### config.mk
export PLATFORM = sky130hd
export DESIGN_NAME = edac_err_logger_flat
export DESIGN_NICKNAME = d
export VERILOG_FILES = /design/src/rtl/edac_errlog_pkg.sv /design/src/rtl/edac_err_logger_if.sv /design/src/rtl/edac_errlog_fifo.sv /design/src/rtl/edac_err_logger.sv /design/src/flat_wrapper.sv
export SDC_FILE = /design/constraint.sdc
export NUM_CORES = 1
export LEC_CHECK = 0
export ABC_CLOCK_PERIOD_IN_PS = 2400
export CORE_MARGIN = 10
export CORE_UTILIZATION = 41
export DETAILED_ROUTE_END_ITERATION = 10
export PLACE_DENSITY = 0.68
export SLEW_MARGIN = 20
export SYNTH_ARGS = -nofsm -noshare
export SYNTH_HDL_FRONTEND = slang
export SYNTH_SLANG_ARGS = --single-unit
### constraint.sdc
create_clock -name RCLK -period 2.4 [get_ports RCLK]
set_input_delay 0.48 -clock RCLK [delete_from_list [all_inputs] [get_ports RCLK]]
set_output_delay 0.48 -clock RCLK [all_outputs]
set_load 0.01 [all_outputs]
### src/rtl/edac_errlog_pkg.sv
// Shared types and sizing for the EDAC error logger.
// EDAC_ERRLOG_FIFO_EN selects a 4-entry log FIFO; otherwise the log is one holding register.
package edac_errlog_pkg;

`ifdef EDAC_ERRLOG_FIFO_EN
  localparam int unsigned LOG_DEPTH = 4;
`else
  localparam int unsigned LOG_DEPTH = 1;
`endif

  localparam int unsigned LOG_PTR_W      = (LOG_DEPTH > 1) ? $clog2(LOG_DEPTH) : 1;
  localparam int unsigned LOG_CNT_W      = $clog2(LOG_DEPTH + 1);
  // Widest address an entry can carry; narrower ADDR_WIDTH values are zero-extended.
  localparam int unsigned LOG_ADDR_MAX_W = 32;

  typedef struct packed {
    logic [LOG_ADDR_MAX_W-1:0] addr;
    logic                      ue;
    logic                      scrub;
  } log_entry_t;

  function automatic logic [LOG_PTR_W-1:0] ptr_inc(input logic [LOG_PTR_W-1:0] p);
    if (p == LOG_PTR_W'(LOG_DEPTH - 1)) begin
      return '0;
    end
    return p + 1'b1;
  endfunction

endpackage

### src/rtl/edac_err_logger_if.sv
// Event, control and status bundle between the EDAC/consumer side (master) and the logger (slave).
interface edac_err_logger_if #(
  parameter int unsigned ADDR_WIDTH = 8,
  parameter int unsigned CNT_WIDTH  = 16
);
  logic                  ERROR;
  logic                  CORRECTABLE;
  logic                  NOW_SCRUBBING;
  logic [ADDR_WIDTH-1:0] RAM_RA_LAT;
  logic                  CNT_CLR;
  logic                  LOG_POP;
  logic                  IRQ_CLR;
  logic [CNT_WIDTH-1:0]  CE_CNT;
  logic [CNT_WIDTH-1:0]  UE_CNT;
  logic                  LOG_VALID;
  logic [ADDR_WIDTH-1:0] LOG_ADDR;
  logic                  LOG_UE;
  logic                  LOG_SCRUB;
  logic                  OVERFLOW;
  logic                  IRQ;

  modport master (
    output ERROR, CORRECTABLE, NOW_SCRUBBING, RAM_RA_LAT, CNT_CLR, LOG_POP, IRQ_CLR,
    input  CE_CNT, UE_CNT, LOG_VALID, LOG_ADDR, LOG_UE, LOG_SCRUB, OVERFLOW, IRQ
  );

  modport slave (
    input  ERROR, CORRECTABLE, NOW_SCRUBBING, RAM_RA_LAT, CNT_CLR, LOG_POP, IRQ_CLR,
    output CE_CNT, UE_CNT, LOG_VALID, LOG_ADDR, LOG_UE, LOG_SCRUB, OVERFLOW, IRQ
  );
endinterface

### src/rtl/edac_errlog_fifo.sv
// Error log storage: owns push, pop, full/empty and occupancy. Depth comes from the package;
// a full log accepts a push only when a valid pop frees a slot in the same cycle.
module edac_errlog_fifo
  import edac_errlog_pkg::*;
(
  input  logic       i_clk,
  input  logic       i_rst_n,
  input  logic       i_clr,
  input  logic       i_push,
  input  log_entry_t i_entry,
  input  logic       i_pop,
  output log_entry_t o_head,
  output logic       o_empty,
  output logic       o_drop
);

  logic [LOG_CNT_W-1:0] r_count;
  logic                 w_full;
  logic                 w_pop_ok;
  logic                 w_push_ok;

  assign o_empty   = (r_count == '0);
  assign w_full    = (r_count == LOG_CNT_W'(LOG_DEPTH));
  assign w_pop_ok  = i_pop & ~o_empty;
  assign w_push_ok = i_push & (~w_full | w_pop_ok);
  assign o_drop    = i_push & ~w_push_ok;

  always_ff @(posedge i_clk or negedge i_rst_n) begin
    if (!i_rst_n) begin
      r_count <= '0;
    end else if (i_clr) begin
      r_count <= '0;
    end else if (w_push_ok && !w_pop_ok) begin
      r_count <= r_count + 1'b1;
    end else if (w_pop_ok && !w_push_ok) begin
      r_count <= r_count - 1'b1;
    end
  end

  generate
    if (LOG_DEPTH == 1) begin : g_hold
      log_entry_t r_hold;

      always_ff @(posedge i_clk or negedge i_rst_n) begin
        if (!i_rst_n) begin
          r_hold <= '0;
        end else if (i_clr) begin
          r_hold <= '0;
        end else if (w_push_ok) begin
          r_hold <= i_entry;
        end
      end

      assign o_head = r_hold;
    end else begin : g_ring
      log_entry_t           r_mem [LOG_DEPTH];
      logic [LOG_PTR_W-1:0] r_wr_ptr;
      logic [LOG_PTR_W-1:0] r_rd_ptr;

      always_ff @(posedge i_clk or negedge i_rst_n) begin
        if (!i_rst_n) begin
          for (int unsigned i = 0; i < LOG_DEPTH; i++) r_mem[i] <= '0;
          r_wr_ptr <= '0;
          r_rd_ptr <= '0;
        end else if (i_clr) begin
          for (int unsigned i = 0; i < LOG_DEPTH; i++) r_mem[i] <= '0;
          r_wr_ptr <= '0;
          r_rd_ptr <= '0;
        end else begin
          if (w_push_ok) begin
            r_mem[r_wr_ptr] <= i_entry;
            r_wr_ptr        <= ptr_inc(r_wr_ptr);
          end
          if (w_pop_ok) begin
            r_rd_ptr <= ptr_inc(r_rd_ptr);
          end
        end
      end

      assign o_head = r_mem[r_rd_ptr];
    end
  endgenerate

endmodule

### src/rtl/edac_err_logger.sv
// EDAC error logger top: registers decoder flags, keeps saturating CE/UE counters, a sticky
// overflow flag and a level IRQ, and logs every event into edac_errlog_fifo.
module edac_err_logger
  import edac_errlog_pkg::*;
#(
  parameter int unsigned ADDR_WIDTH = 8,
  parameter int unsigned CNT_WIDTH  = 16
) (
  input  logic               RCLK,
  input  logic               NGRST,
  input  logic               RST,
  edac_err_logger_if.slave   bus
);

  logic                  r_err;
  logic                  r_ce;
  logic                  r_scrub;
  logic [ADDR_WIDTH-1:0] r_addr;
  logic [CNT_WIDTH-1:0]  r_ce_cnt;
  logic [CNT_WIDTH-1:0]  r_ue_cnt;
  logic                  r_ovf;
  logic                  r_irq;

  logic                  w_ce_ev;
  logic                  w_ue_ev;
  logic [CNT_WIDTH-1:0]  w_ce_cnt_d;
  logic [CNT_WIDTH-1:0]  w_ue_cnt_d;
  log_entry_t            w_entry;
  log_entry_t            w_head;
  logic                  w_empty;
  logic                  w_drop;

  always_ff @(posedge RCLK or negedge NGRST) begin
    if (!NGRST) begin
      r_err   <= 1'b0;
      r_ce    <= 1'b0;
      r_scrub <= 1'b0;
      r_addr  <= '0;
    end else if (RST) begin
      r_err   <= 1'b0;
      r_ce    <= 1'b0;
      r_scrub <= 1'b0;
      r_addr  <= '0;
    end else begin
      r_err   <= bus.ERROR;
      r_ce    <= bus.CORRECTABLE;
      r_scrub <= bus.NOW_SCRUBBING;
      r_addr  <= bus.RAM_RA_LAT;
    end
  end

  assign w_ce_ev = r_err & r_ce;
  assign w_ue_ev = r_err & ~r_ce;

  // A clear coinciding with an event leaves the affected counter at 1.
  always_comb begin
    w_ce_cnt_d = r_ce_cnt;
    w_ue_cnt_d = r_ue_cnt;
    if (bus.CNT_CLR) begin
      w_ce_cnt_d = CNT_WIDTH'(w_ce_ev);
      w_ue_cnt_d = CNT_WIDTH'(w_ue_ev);
    end else begin
      if (w_ce_ev && (r_ce_cnt != '1)) w_ce_cnt_d = r_ce_cnt + 1'b1;
      if (w_ue_ev && (r_ue_cnt != '1)) w_ue_cnt_d = r_ue_cnt + 1'b1;
    end
  end

  always_ff @(posedge RCLK or negedge NGRST) begin
    if (!NGRST) begin
      r_ce_cnt <= '0;
      r_ue_cnt <= '0;
      r_ovf    <= 1'b0;
      r_irq    <= 1'b0;
    end else if (RST) begin
      r_ce_cnt <= '0;
      r_ue_cnt <= '0;
      r_ovf    <= 1'b0;
      r_irq    <= 1'b0;
    end else begin
      r_ce_cnt <= w_ce_cnt_d;
      r_ue_cnt <= w_ue_cnt_d;
      r_ovf    <= r_ovf | w_drop;
      // Set beats clear; only the first drop counts as a new overflow.
      if (w_ue_ev || (w_drop && !r_ovf)) begin
        r_irq <= 1'b1;
      end else if (bus.IRQ_CLR) begin
        r_irq <= 1'b0;
      end
    end
  end

  always_comb begin
    w_entry       = '0;
    w_entry.addr  = LOG_ADDR_MAX_W'(r_addr);
    w_entry.ue    = ~r_ce;
    w_entry.scrub = r_scrub;
  end

  edac_errlog_fifo u_fifo (
    .i_clk   (RCLK),
    .i_rst_n (NGRST),
    .i_clr   (RST),
    .i_push  (r_err),
    .i_entry (w_entry),
    .i_pop   (bus.LOG_POP),
    .o_head  (w_head),
    .o_empty (w_empty),
    .o_drop  (w_drop)
  );

  generate
    if (ADDR_WIDTH < LOG_ADDR_MAX_W) begin : g_addr_pad
      logic w_unused_addr;
      assign w_unused_addr = ^w_head.addr[LOG_ADDR_MAX_W-1:ADDR_WIDTH];
    end
  endgenerate

  assign bus.CE_CNT    = r_ce_cnt;
  assign bus.UE_CNT    = r_ue_cnt;
  assign bus.LOG_VALID = ~w_empty;
  assign bus.LOG_ADDR  = w_empty ? '0 : w_head.addr[ADDR_WIDTH-1:0];
  assign bus.LOG_UE    = ~w_empty & w_head.ue;
  assign bus.LOG_SCRUB = ~w_empty & w_head.scrub;
  assign bus.OVERFLOW  = r_ovf;
  assign bus.IRQ       = r_irq;

endmodule

### src/flat_wrapper.sv
// flat-port wrapper written by rule: the top's interface ports become plain ports
module edac_err_logger_flat import edac_errlog_pkg::*;
#(
  parameter int unsigned ADDR_WIDTH = 8,
  parameter int unsigned CNT_WIDTH  = 16
)
  (RCLK, NGRST, RST, bus_ERROR, bus_CORRECTABLE, bus_NOW_SCRUBBING, bus_RAM_RA_LAT, bus_CNT_CLR, bus_LOG_POP, bus_IRQ_CLR, bus_CE_CNT, bus_UE_CNT, bus_LOG_VALID, bus_LOG_ADDR, bus_LOG_UE, bus_LOG_SCRUB, bus_OVERFLOW, bus_IRQ);
  edac_err_logger_if #(.ADDR_WIDTH(ADDR_WIDTH), .CNT_WIDTH(CNT_WIDTH)) bus_i ();
  input  logic RCLK;
  input  logic NGRST;
  input  logic RST;
  input wire logic [$bits(bus_i.ERROR)-1:0] bus_ERROR;
  input wire logic [$bits(bus_i.CORRECTABLE)-1:0] bus_CORRECTABLE;
  input wire logic [$bits(bus_i.NOW_SCRUBBING)-1:0] bus_NOW_SCRUBBING;
  input wire logic [$bits(bus_i.RAM_RA_LAT)-1:0] bus_RAM_RA_LAT;
  input wire logic [$bits(bus_i.CNT_CLR)-1:0] bus_CNT_CLR;
  input wire logic [$bits(bus_i.LOG_POP)-1:0] bus_LOG_POP;
  input wire logic [$bits(bus_i.IRQ_CLR)-1:0] bus_IRQ_CLR;
  output wire logic [$bits(bus_i.CE_CNT)-1:0] bus_CE_CNT;
  output wire logic [$bits(bus_i.UE_CNT)-1:0] bus_UE_CNT;
  output wire logic [$bits(bus_i.LOG_VALID)-1:0] bus_LOG_VALID;
  output wire logic [$bits(bus_i.LOG_ADDR)-1:0] bus_LOG_ADDR;
  output wire logic [$bits(bus_i.LOG_UE)-1:0] bus_LOG_UE;
  output wire logic [$bits(bus_i.LOG_SCRUB)-1:0] bus_LOG_SCRUB;
  output wire logic [$bits(bus_i.OVERFLOW)-1:0] bus_OVERFLOW;
  output wire logic [$bits(bus_i.IRQ)-1:0] bus_IRQ;
  assign bus_i.ERROR = bus_ERROR;
  assign bus_i.CORRECTABLE = bus_CORRECTABLE;
  assign bus_i.NOW_SCRUBBING = bus_NOW_SCRUBBING;
  assign bus_i.RAM_RA_LAT = bus_RAM_RA_LAT;
  assign bus_i.CNT_CLR = bus_CNT_CLR;
  assign bus_i.LOG_POP = bus_LOG_POP;
  assign bus_i.IRQ_CLR = bus_IRQ_CLR;
  assign bus_CE_CNT = bus_i.CE_CNT;
  assign bus_UE_CNT = bus_i.UE_CNT;
  assign bus_LOG_VALID = bus_i.LOG_VALID;
  assign bus_LOG_ADDR = bus_i.LOG_ADDR;
  assign bus_LOG_UE = bus_i.LOG_UE;
  assign bus_LOG_SCRUB = bus_i.LOG_SCRUB;
  assign bus_OVERFLOW = bus_i.OVERFLOW;
  assign bus_IRQ = bus_i.IRQ;
  edac_err_logger #(.ADDR_WIDTH(ADDR_WIDTH), .CNT_WIDTH(CNT_WIDTH)) u_core (.RCLK(RCLK), .NGRST(NGRST), .RST(RST), .bus(bus_i));
endmodule
==> qor.yml <==
relSlewSlack: 0.519
cts-root-buf: "clkbuf_8"
setup_viol: 0
vias_per_cell: 5.77
syn_to_final_growth_pct: 28.8
synthArstFlopShare: 1.00
max_freq_mhz: 486
synth_cells: 280
synth-simple-area-share: 0.278
final_cell_area_um2: 3570
finClkSkew_ns: 0.00816
fin_crit_sh: 0.857
fp.dieW_um: 102
final.setup.tns_ns: 0
final_max_slew_viol_count: 0
yosysWarnings: 0
hp-class: "input pin to async pin"
grt_pass1_wl_um: 11500
ios: 62
die_height_um: 102
synth_flop_cell: "dfrtp_1"
via_count: 2422
finalNetCount: 361
cp_max_fo: 13
yosys.area.top_type: "dfrtp_1"
worst_pin_slew_ns: 0.721
synth_edf_count: 0
synth_top_family_by_area: "simple AND/OR/NAND/NOR gates"
synth.most_common_cell: "dfrtp_1"
hpwl_um: 5180
cts_buffer_depth: 2
status: "completed"
initial_core_util: 0.429
synth-compound-area-share: 0.164
grt_max_degree: 35
period_minus_slack_ns: 2.06
drive_gt1_frac: 0.0554
postCtsSetupBuffers: 0
ys_ff_latch: 56
dieArea_um2: 10400
wl_per_cell_um: 16.5
antenna_cells: 0
finalHoldViolCount: 0
io_buffers: 61
dr.pass1.iters: 4
overflow: 0
reg2reg_from: "u_core.bus.UE_CNT[0]$_DFFE_PN0P_"
cts_resized: 0
placed_area_um2: 3470
crit_path_start_kind: "flip-flop"
cts_hold_buf: 0
cts.clk_slew.worst_paths_ns: 0.11
critical_path.top_delay_family: "flip-flops"
cp-end-kind: "primary output"
maxCapViolations: 0
arrival_ns: 1.58
core.rowCount: 29
syn_area_per_cell_um2: 9.90
power.total_mw: 1.65
irDropWorstVdd_mv: 0.199
wl_um: 6950
cp-startpoint: "u_core.u_fifo.r_count$_DFFE_PN0P_"
cts.sinks: 56
cts_buffers: 5
grt_pass1_vias: 2405
synth_mux_area_frac: 0.0181
synth_common_cells: "dfrtp_1 (56), a21oi_1 (24), nand2_1 (22), nand3_1 (16), nor2b_1 (15)"
critPathMaxStageDelay_ns: 0.55
ys_seq_area_frac: 0.506
yosys.cell_types.count: 39
synth_area_um2: 2770
track_usage: 0.137
synthesis.nets: 299
synth_area_leaders: "dfrtp_1 (51%), a21oi_1 (4.3%), nor2b_1 (3.4%), nand2_1 (3.0%), o31ai_1 (3.0%)"
required_ns: 1.92
drc: 0
ant_nets: 0
p_leak_nw: 1.37
core_area_um2: 6460
crit_type: "flip-flop to primary output"
yosysTopAreaCellShare: 0.506
power_density_nw_per_um2: 462
yosys.area_share.adder: 0.00903
antenna_found_initial: 0
cts_tree: "done"
htree_levels: 2
worstPathCellList: "and2_1, clkdlybuf4s50_1"
rsz0062_at_grt: "no"
first_iter_violations: 88
cp_slowest_cell: "dfrtp_1"
synth_xor_area_frac: 0
path_buf_inv: 1
place_congestion: 0.878
insertion_delay_ns: 0.31
## final cells by class
type	instances	area, µm²
clock buffers	5	68.8
fillers	571	2890
clock inverters	3	25.0
repair buffers	68	671
multi-input cells	209	1300
inverters	2	7.51
flip-flops and latches	56	1400
well taps	77	96.3
## metal layers
metal	routed length, µm	global-route usage	vias to the layer above
li1	-	-	1189
met3	446	0.0459	9
met2	3420	0.219	50
met4	107	0.0542	0
met5	0	0	-
met1	2980	0.167	1174
## worst reg2reg max path, delay by kind of cell, from the launching register on
family,cells,cell delay [ns]
flops,1,0.46
simple gates,3,0.97
compound gates,1,0.15
fa+ha+maj,1,0.26
## final timing paths
| path | end | slack (ns) | depth (start not counted) |
|---|---|---|---|
| setup / recovery | bus_LOG_UE | 0.34 | 2 |
| min in group RCLK | u_core.u_fifo.o_head[3]$_DFFE_PN0P_ | 0.46 | 1 |
| setup reg to reg | u_core.bus.UE_CNT[12]$_DFFE_PN0P_ | 0.49 | 5 |
| hold reg to reg | u_core.u_fifo.o_head[3]$_DFFE_PN0P_ | 0.46 | 1 |
| max in group asynchronous | u_core.r_err$_DFF_PN0_ | 1.69 | 2 |
| hold / removal | u_core.bus.UE_CNT[8]$_DFFE_PN0P_ | 0.14 | 1 |
## cell usage in the layout (no fill, tap or decap), types with 3 or more instances in the layout
master           count
o311ai_0             3
nor2b_1             15
o31ai_1             11
and2_1              12
mux2i_1              5
nand3_1             16
nand4_1              9
buf_4                6
or3_1               10
o21ai_0             11
o41ai_1              4
and4_1               3
nand2_1             22
dfrtp_1             56
a22o_1               9
nor3_1               6
clkbuf_8             5
and3_1               3
nor2_1              11
a21oi_1             24
clkdlybuf4s50_1     60
or4_1               11
nor4_1               6
## report_power, final
| group | total, mW | internal, mW | switching, mW | leakage, nW |
|---|---|---|---|---|
| Clock | 0.544 | 0.214 | 0.330 | 0.0452 |
| Sequential | 0.980 | 0.962 | 0.0179 | 0.766 |
| Combinational | 0.125 | 0.0597 | 0.0649 | 0.559 |
## metrics by stage
step	hold WS, ns	instances	util	setup WS, ns
after floorplan	0.184	280	-	0.664
after global placement	0.446	412	0.538	0.254
after detailed placement	0.454	412	0.538	0.207
after CTS	0.159	420	0.552	0.290
after global routing	0.174	420	0.552	0.211
final	0.136	420	0.552	0.344
## sequential cells by signal (all words and copies together), names as in the netlist
signal	count
u_core.bus.CE_CNT	16
u_core.bus.IRQ	1
u_core.bus.OVERFLOW	1
u_core.bus.UE_CNT	16
u_core.r_addr	8
u_core.r_ce	1
u_core.r_err	1
u_core.r_scrub	1
u_core.u_fifo.o_head	10
u_core.u_fifo.r_count	1
## kinds of logic (layout without fill, tap and decap cells)
kind of cell             after synthesis  count (layout)
AO/OA/AOI/OAI                         69              69
flip-flops                            56              56
adder cells (fa/ha/maj)                2               2
AND/OR/NAND/NOR                      133             133
buffers and inverters                 15              78
multiplexers                           5               5
Note: power is estimated with default switching activity, not from simulation.
